$ cat src/rtl/if_stage_if.sv
`default_nettype none
// ============================================================================
//  Module      : if_stage_if
//  Description : Bundle of the fetch-stage signals. It covers the
//                redirect/stall controls coming from decode and hazard logic,
//                the instruction-memory address/data pair, and the IF/ID
//                register outputs.
//                - slave  : the view used by if_stage
//                - master : the view used by the surrounding pipeline/memory
//  Revision    : 1.0  initial release
// ============================================================================
interface if_stage_if;
   logic        stall;          // hold PC and IF/ID
   logic        branch_taken;   // redirect to branch_target
   logic [31:0] branch_target;
   logic        jump;           // redirect to jump_target
   logic [31:0] jump_target;
   logic [31:0] inst_adr;       // byte address to instruction memory
   logic [31:0] inst_in;        // word returned for inst_adr
   logic [31:0] pc;             // current program counter
   logic [31:0] if_id_inst;     // instruction latched for decode
   logic [31:0] if_id_pc4;      // PC+4 of the latched instruction
   logic        if_id_valid;    // latched instruction is not a bubble
   logic        fetch_done;     // fetch halted past the program end

   modport slave (
      input  stall, branch_taken, branch_target, jump, jump_target, inst_in,
      output inst_adr, pc, if_id_inst, if_id_pc4, if_id_valid, fetch_done
   );

   modport master (
      output stall, branch_taken, branch_target, jump, jump_target, inst_in,
      input  inst_adr, pc, if_id_inst, if_id_pc4, if_id_valid, fetch_done
   );
endinterface
`default_nettype wire

$ cat src/rtl/if_stage.sv
`default_nettype none
// ============================================================================
//  Module      : if_stage
//  Description : MIPS instruction-fetch stage. Owns the PC, addresses the
//                combinational instruction memory and captures the returned
//                word into the IF/ID register. Stall holds everything; a
//                taken branch (priority) or jump redirects the PC and
//                injects one bubble. Fetch halts once the PC reaches
//                4*INST bytes.
//  Ports       : clk  - rising-edge clock
//                rst  - asynchronous active-high reset
//                bus  - if_stage_if.slave (controls, memory, IF/ID outputs)
//  Revision    : 1.0  initial release
// ============================================================================
module if_stage #(
   parameter int unsigned INST     = 1,
   parameter logic [31:0] RESET_PC = 32'h0
) (
   input logic        clk,
   input logic        rst,
   if_stage_if.slave  bus
);

   // The fetch limit is kept at 34 bits so that 4*INST cannot wrap.
   localparam logic [33:0] c_limit = {INST[31:0], 2'b00};

   typedef enum logic [0:0] {
      RUN  = 1'b0,
      HALT = 1'b1
   } state_t;

   state_t      r_state;
   logic [31:0] r_pc;
   logic [31:0] r_inst;
   logic [31:0] r_pc4;
   logic        r_valid;

   state_t      w_next_state;
   logic [31:0] w_next_pc;
   logic [31:0] w_next_inst;
   logic [31:0] w_next_pc4;
   logic        w_next_valid;
   logic [31:0] w_pc_plus4;

   assign w_pc_plus4 = r_pc + 32'd4;

   // ------------------------------------------------------------------------
   // State / pipeline registers
   // ------------------------------------------------------------------------
   always_ff @(posedge clk or posedge rst) begin
      if (rst) begin
         r_state <= RUN;
         r_pc    <= RESET_PC;
         r_inst  <= 32'h0;
         r_pc4   <= 32'h0;
         r_valid <= 1'b0;
      end else begin
         r_state <= w_next_state;
         r_pc    <= w_next_pc;
         r_inst  <= w_next_inst;
         r_pc4   <= w_next_pc4;
         r_valid <= w_next_valid;
      end
   end

   // ------------------------------------------------------------------------
   // Next-PC selection, IF/ID load and RUN/HALT transition
   // ------------------------------------------------------------------------
   always_comb begin
      w_next_state = r_state;
      w_next_pc    = r_pc;
      w_next_inst  = r_inst;
      w_next_pc4   = r_pc4;
      w_next_valid = r_valid;

      // Stall wins over redirects: decode re-presents the redirect afterwards.
      if (!bus.stall) begin
         if (bus.branch_taken) begin
            w_next_pc    = {bus.branch_target[31:2], 2'b00};
            w_next_inst  = 32'h0;
            w_next_pc4   = 32'h0;
            w_next_valid = 1'b0;
         end else if (bus.jump) begin
            w_next_pc    = {bus.jump_target[31:2], 2'b00};
            w_next_inst  = 32'h0;
            w_next_pc4   = 32'h0;
            w_next_valid = 1'b0;
         end else if (r_state == RUN) begin
            w_next_pc    = w_pc_plus4;
            w_next_inst  = bus.inst_in;
            w_next_pc4   = w_pc_plus4;
            w_next_valid = 1'b1;
         end else begin
            // HALT: memory data is out of range, so feed NOP bubbles.
            w_next_inst  = 32'h0;
            w_next_pc4   = 32'h0;
            w_next_valid = 1'b0;
         end

         // Redirects can move in or out of HALT directly.
         w_next_state = ({2'b00, w_next_pc} >= c_limit) ? HALT : RUN;
      end
   end

   // ------------------------------------------------------------------------
   // Outputs
   // ------------------------------------------------------------------------
   assign bus.inst_adr    = r_pc;
   assign bus.pc          = r_pc;
   assign bus.if_id_inst  = r_inst;
   assign bus.if_id_pc4   = r_pc4;
   assign bus.if_id_valid = r_valid;
   assign bus.fetch_done  = (r_state == HALT);

endmodule
`default_nettype wire

$ cat src/flat_wrapper.sv
// flat-port wrapper written by rule: the top's interface ports become plain ports
module if_stage_flat 
#(
   parameter int unsigned INST     = 1,
   parameter logic [31:0] RESET_PC = 32'h0
)
  (clk, rst, bus_stall, bus_branch_taken, bus_branch_target, bus_jump, bus_jump_target, bus_inst_in, bus_inst_adr, bus_pc, bus_if_id_inst, bus_if_id_pc4, bus_if_id_valid, bus_fetch_done);
  if_stage_if bus_i ();
  input logic clk;
  input logic rst;
  input wire logic [$bits(bus_i.stall)-1:0] bus_stall;
  input wire logic [$bits(bus_i.branch_taken)-1:0] bus_branch_taken;
  input wire logic [$bits(bus_i.branch_target)-1:0] bus_branch_target;
  input wire logic [$bits(bus_i.jump)-1:0] bus_jump;
  input wire logic [$bits(bus_i.jump_target)-1:0] bus_jump_target;
  input wire logic [$bits(bus_i.inst_in)-1:0] bus_inst_in;
  output wire logic [$bits(bus_i.inst_adr)-1:0] bus_inst_adr;
  output wire logic [$bits(bus_i.pc)-1:0] bus_pc;
  output wire logic [$bits(bus_i.if_id_inst)-1:0] bus_if_id_inst;
  output wire logic [$bits(bus_i.if_id_pc4)-1:0] bus_if_id_pc4;
  output wire logic [$bits(bus_i.if_id_valid)-1:0] bus_if_id_valid;
  output wire logic [$bits(bus_i.fetch_done)-1:0] bus_fetch_done;
  assign bus_i.stall = bus_stall;
  assign bus_i.branch_taken = bus_branch_taken;
  assign bus_i.branch_target = bus_branch_target;
  assign bus_i.jump = bus_jump;
  assign bus_i.jump_target = bus_jump_target;
  assign bus_i.inst_in = bus_inst_in;
  assign bus_inst_adr = bus_i.inst_adr;
  assign bus_pc = bus_i.pc;
  assign bus_if_id_inst = bus_i.if_id_inst;
  assign bus_if_id_pc4 = bus_i.if_id_pc4;
  assign bus_if_id_valid = bus_i.if_id_valid;
  assign bus_fetch_done = bus_i.fetch_done;
  if_stage #(.INST(INST), .RESET_PC(RESET_PC)) u_core (.clk(clk), .rst(rst), .bus(bus_i));
endmodule
$ cat config.mk
export PLATFORM = sky130hd
export DESIGN_NAME = if_stage_flat
export DESIGN_NICKNAME = d
export VERILOG_FILES = /design/src/rtl/if_stage_if.sv /design/src/rtl/if_stage.sv /design/src/flat_wrapper.sv
export SDC_FILE = /design/constraint.sdc
export NUM_CORES = 1
export LEC_CHECK = 0
export CAP_MARGIN = 20
export CELL_PAD_IN_SITES_DETAIL_PLACEMENT = 0
export CELL_PAD_IN_SITES_GLOBAL_PLACEMENT = 1
export CORE_MARGIN = 8
export CORE_UTILIZATION = 34
export CTS_CLUSTER_SIZE = 16
export DETAILED_ROUTE_END_ITERATION = 16
export GPL_TIMING_DRIVEN = 0
export PLACE_DENSITY = 0.88
export SYNTH_ARGS = -nofsm -noshare
export SYNTH_HDL_FRONTEND = slang
export SYNTH_SLANG_ARGS = --single-unit
$ cat constraint.sdc
create_clock -name clk -period 8.2 [get_ports clk]
set_input_delay 1.64 -clock clk [delete_from_list [all_inputs] [get_ports clk]]
set_output_delay 1.64 -clock clk [all_outputs]
set_load 0.02 [all_outputs]
==> results of run 1 <==
cells by family after synthesis:
group	after synthesis	share of synthesized area
buffers and inverters	98	0.0905
and+or+nand+nor	193	0.171
adders and majority gates	2	0.00446
DFF	98	0.437
muxes	12	0.0223
xor gates and xnor gates	52	0.0812
AOI/OAI and AO/OA	161	0.194
per-stage QoR:
step                      worst slack [ns]  cells  utilization
after global placement                2.35   1059        0.497
after floorplan                       4.00    616            -
after detailed placement              3.95   1060        0.498
after global routing                  4.16   1076        0.517
after CTS                             4.32   1076        0.517
final                                 4.32   1076        0.517
power groups by stage:
stage               clock (mW)  combinational (mW)  sequential, mW
floorplan                    0               0.182           0.554
global placement             0               0.377           0.542
global route             0.456               0.409           0.537
detailed placement           0               0.381           0.543
CTS                      0.439               0.382           0.534
finish                   0.434               0.382           0.533
synthesized netlist by cell type (4+ instances only):
master | instances | area (um2)
a21oi_1 | 20 | 100
a22o_1 | 39 | 342
a22oi_1 | 4 | 30.0
buf_2 | 16 | 80.1
buf_4 | 32 | 240
clkbuf_1 | 32 | 120
dfrtp_1 | 98 | 2450
inv_1 | 12 | 45.0
mux2_2 | 4 | 45.0
mux2i_1 | 8 | 80.1
nand2_1 | 69 | 259
nand2b_1 | 4 | 25.0
nand3_1 | 22 | 110
nand4_1 | 15 | 93.8
nor2_1 | 40 | 150
nor3_1 | 9 | 45.0
nor4_1 | 10 | 62.6
o211ai_1 | 4 | 30.0
o21a_1 | 11 | 82.6
o21ai_0 | 54 | 270
o21ai_1 | 5 | 25.0
xnor2_1 | 33 | 289
xor2_1 | 19 | 166
final timing paths:
path | depth (start not counted) | from | end | slack [ns]
setup reg to reg | 9 | u_core.bus.inst_adr[3] | u_core.bus.fetch_done | 4.98
hold reg to reg | 2 | u_core.bus.if_id_pc4[16] | u_core.bus.if_id_pc4[16] | 0.48
setup / recovery | 9 | bus_branch_target[19] | u_core.bus.fetch_done | 4.32
min in group asynchronous | 2 | rst | u_core.bus.if_id_inst[26] | 1.67
hold / removal | 2 | u_core.bus.if_id_pc4[16] | u_core.bus.if_id_pc4[16] | 0.48
max in group asynchronous | 3 | rst | u_core.bus.if_id_pc4[28] | 5.86
cell type report:
type	instances	area (um2)	area share
sequential	98	2450	0.290
clock inverter	7	75.1	0.00888
buffer	83	452	0.0535
multi-input combinational	420	2650	0.314
clock buffer	9	225	0.0267
inverter	15	58.8	0.00696
timing repair buffer	224	2260	0.267
tap	220	275	0.0326
state kept, by name, summed over array words and instances, names as in the netlist:
register / flops
u_core.bus.if_id_pc4: 32
u_core.bus.inst_adr: 32
u_core.bus.if_id_inst: 32
u_core.bus.fetch_done: 1
u_core.bus.if_id_valid: 1
metal layers:
metal  wire length [um]  part of all wire  track usage  vias up
met5                  0                 0            0        -
met4                397             0.018       0.0696        0
met3               2450              0.11       0.0574       29
met2              10100              0.45        0.342      331
met1               9280              0.42        0.278     2691
li1                   -                 -            -     2636
worst max-delay path: cells and delay by family:
kind	cells	cell delay (ns)
compound gates	3	0.45
buf+inv	1	0.43
simple gates	5	1.59
==> impl_metrics.ini, run 1 <==
[global_routing]
grt_pass1_vias = 5715
antenna_found_initial = 0
grt_use_total = 0.215
grt_max_degree = 63
grt_pass1_wl_mm = 33.7
grt-ovfl-total = 0

[sta]
slew_violations = 0
post-route-min-period_ns = 3.88
finalHoldViolCount = 0
fin_crit_sh = 0.473
finClkSkew_ns = 0.0118
fmax_mhz = 258
setup_viol = 0
worst_pin_slew_ns = 0.815
fin_setup_tns_ns = 0
grt_setup_unrepaired = no
holdWs_ns = 0.482
slew_headroom = 0.455

[clock_network]
clock_sinks = 98
ctsResizeCount = 0
root_buffer = clkbuf_16
clkTransAtPathRegs_ns = 0.07
post-cts-setup-buffers = 0
htreeDepth = 3
clock_latency_ns = 0.36
postCtsHoldBufs = 0
cts_buffers = 9
cts_tree = done
cts.path.max_buffers = 2

[power_and_ir_drop]
p_switching_mw = 0.427
power.density_nw_per_um2 = 160
ir_drop_mv = 0.103
p_leak_nw = 3.42
clockPowerShare = 0.322
seq_power_share = 0.395
p_total_mw = 1.35
p_sw_frac = 0.316
p_comb_frac = 0.283
p_int_mw = 0.922

[yosys]
async_reset_ff_frac = 1.00
synth-edff-count = 0
yosys_warnings = 0
avgSynthCellArea_um2 = 9.11
yosysSeqAreaShare = 0.437
yosys_register_bits = 98
synth_cells = 616
synth_cell_types = 61
syn_area_um2 = 5610
synth_nets = 719
ys.flop_type = dfrtp_1

[setup_path]
start_kind = input port
path_cells = clkdlybuf4s50_1 > nor4_1 > nand4_1 > a22oi_1 > o211ai_1 > or4b_1 > or4_1 > nor4_2 > a31oi_1
cp_max_fo = 2
path_class = in2reg
cp-end-kind = flop
cp.required_ns = 8.42
cp_slowest_cell = or4_1
slowest_delay_ns = 0.48
critPathArrivalTime_ns = 4.10

[routing]
postRouteAntennaNets = 0
drt_wl_total_mm = 22.3
num_vias = 5687
wl_per_cell_um = 20.7
drcViolationCount = 0
drt-pass1-iter-count = 5
routed_via_density = 5.29
first_iter_violations = 427

[cells_and_area]
drive_gt1_frac = 0.0911
final_cell_mix = clkdlybuf4s50_1, dfrtp_1, nand2_1
area_growth_pct = 50.6
layout_commonest_cell = clkdlybuf4s50_1
nFillCells = 1588
nNetsFinal = 954
num_antenna_cells = 0
fin_area_um2 = 8450

[placement]
io_buffers = 223
post-dp-hpwl_mm = 17.5
gp_congestion = 0.909
placed_area_um2 = 8150

[floorplan]
initial_core_util = 0.343
die_area_um2 = 20900
die_y_um = 144
rows = 47
die_width_um = 144
core_area_um2 = 16300
io_pins = 231

[status]
status = finished, final reports clean

[flow_run]
maxCapViolations = 0

[worst_hold_path]
hold_path.class = reg2reg
No activity file was read; power rests on OpenSTA's default activity.
==> inputs of run 2 (changes only) <==
Settings changed: CORE_UTILIZATION 34 to 29, PLACE_DENSITY 0.88 to 0.8.
Clock period 8.2 ns to 3.5 ns, I/O delays scaled along.
==> impl_metrics.ini, run 2 (synthesis results as in run 1) <==
[status]
status = finished, final reports clean

[floorplan]
die_area_um2 = 24100
io_pins = 231
die_y_um = 155
rows = 51
core_area_um2 = 19200
initial_core_util = 0.292
die_width_um = 155

[global_routing]
grt_pass1_wl_mm = 35.2
grt-ovfl-total = 0
grt_pass1_vias = 5757
antenna_found_initial = 0
grt_max_degree = 63
grt_use_total = 0.193

[cells_and_area]
drive_gt1_frac = 0.0911
layout_commonest_cell = clkdlybuf4s50_1
final_cell_mix = clkdlybuf4s50_1, dfrtp_1, nand2_1
nNetsFinal = 954
area_growth_pct = 51.5
num_antenna_cells = 0
utilization = 0.443

[clock_network]
root_buffer = clkbuf_16
postCtsHoldBufs = 0
cts_tree = done
ctsResizeCount = 0
cts_buffers = 9
clock_sinks = 98
post-cts-setup-buffers = 0
clock_latency_ns = 0.36
cts.path.max_buffers = 2
htreeDepth = 3
clkTransAtPathRegs_ns = 0.08

[sta]
grt_setup_unrepaired = no
finalHoldViolCount = 0
setup_viol = 0
fin_ws_ns = 0.282
fmax_mhz = 311
worst_pin_slew_ns = 0.843
slew_headroom = 0.436
post-route-min-period_ns = 3.22
fin_crit_sh = 0.920
finClkSkew_ns = 0.0154
slew_violations = 0

[setup_path]
cp_max_fo = 10
r2r_slack_ns = 0.28
path_class = reg2reg
critPathArrivalTime_ns = 3.45
start_kind = flop
slowest_delay_ns = 0.57
cp-end-kind = flop
path_cells = ha_1 > nand2b_1 > nor2_1 > nand3_1 > and3_1 > or4b_1 > or4_1 > nor4_2 > a31oi_1
cp.required_ns = 3.73
cp_slowest_cell = dfrtp_1

[power_and_ir_drop]
ir_drop_mv = 0.201
power.density_nw_per_um2 = 372
p_int_mw = 2.11
seq_power_share = 0.395
p_sw_frac = 0.333
p_leak_nw = 3.42
p_comb_frac = 0.285
clockPowerShare = 0.319
p_switching_mw = 1.05

[placement]
io_buffers = 223
dpl_worst_slack_ns = 0.157
gp_congestion = 0.877
post-dp-hpwl_mm = 18.3

[routing]
drt_wl_total_mm = 23.4
routed_via_density = 5.03
drcViolationCount = 0
drt-pass1-iter-count = 5
num_vias = 5640
first_iter_violations = 405
wl_per_cell_um = 20.9
postRouteAntennaNets = 0

[flow_run]
maxCapViolations = 0

[worst_hold_path]
hold_path.class = reg2reg
-- run 2: changes by cell type in the layout (fill, tap and decap cells not counted) --
cell	change
clkinv_8	+1
bufinv_16	-1
inv_8	+3
clkinv_4	+1
clkinvlp_4	-1
inv_6	-2
clkinv_2	-1
-- run 2: metrics by stage --
stage | instances | instance area, um2 | TNS (ns) | power (mW) | hold slack [ns]
3_5_place_dp | 1105 | 8210 | 0 | 2.17 | 0.472
4_1_cts | 1121 | 8500 | 0 | 3.19 | 0.491
6_report | 1121 | 8500 | 0 | 3.16 | 0.486
5_1_grt | 1121 | 8500 | 0 | 3.31 | 0.505
3_3_place_gp | 1104 | 8180 | -151.69 | 2.16 | 0.467
2_1_floorplan | 616 | 5610 | 0 | 1.72 | 0.589
-- run 2: layout make-up --
| type | count | area [um2] |
|---|---|---|
| Buffer | 83 | 452 |
| Clock buffer | 9 | 225 |
| Clock inverter | 7 | 73.8 |
| Fill cell | 1895 | 10700 |
| Inverter | 15 | 58.8 |
| Multi-Input combinational cell | 420 | 2650 |
| Sequential cell | 98 | 2450 |
| Tap cell | 265 | 332 |
| Timing Repair Buffer | 224 | 2260 |
-- run 2: path summary, 6_finish.rpt --
| check | startpoint | end | cells after the start |
|---|---|---|---|
| max in group asynchronous | rst | u_core.bus.inst_adr[27] | 3 |
| worst max register to register | u_core.bus.inst_adr[3] | u_core.bus.fetch_done | 9 |
| worst min register to register | u_core.bus.if_id_pc4[25] | u_core.bus.if_id_pc4[25] | 2 |
| worst max-delay path | u_core.bus.inst_adr[3] | u_core.bus.fetch_done | 9 |
| min in group asynchronous | rst | u_core.bus.if_id_inst[26] | 2 |
| worst min-delay path | u_core.bus.if_id_pc4[25] | u_core.bus.if_id_pc4[25] | 2 |
-- run 2: routing by layer --
metal	GRT usage	share of wire	vias to the layer above
met3	0.0538	0.087	34
met4	0.0546	0.018	0
met1	0.247	0.44	2717
met5	0	0	-
met2	0.311	0.46	257
li1	-	-	2632
-- run 2: power groups by stage --
| stage | combinational (mW) | sequential [mW] | clock, mW |
|---|---|---|---|
| finish | 0.902 | 1.25 | 1.01 |
| global route | 0.960 | 1.26 | 1.09 |
| CTS | 0.903 | 1.25 | 1.04 |
| detailed placement | 0.899 | 1.27 | 0 |
| global placement | 0.893 | 1.27 | 0 |
| floorplan | 0.426 | 1.30 | 0 |
-- run 2: worst max-delay path: cells and delay by family, from the launching register on --
family,cells,cell delay (ns)
AOI/OAI and AO/OA,1,0.11
and+or+nand+nor,7,2.06
DFF,1,0.57
adders and majority gates,1,0.35
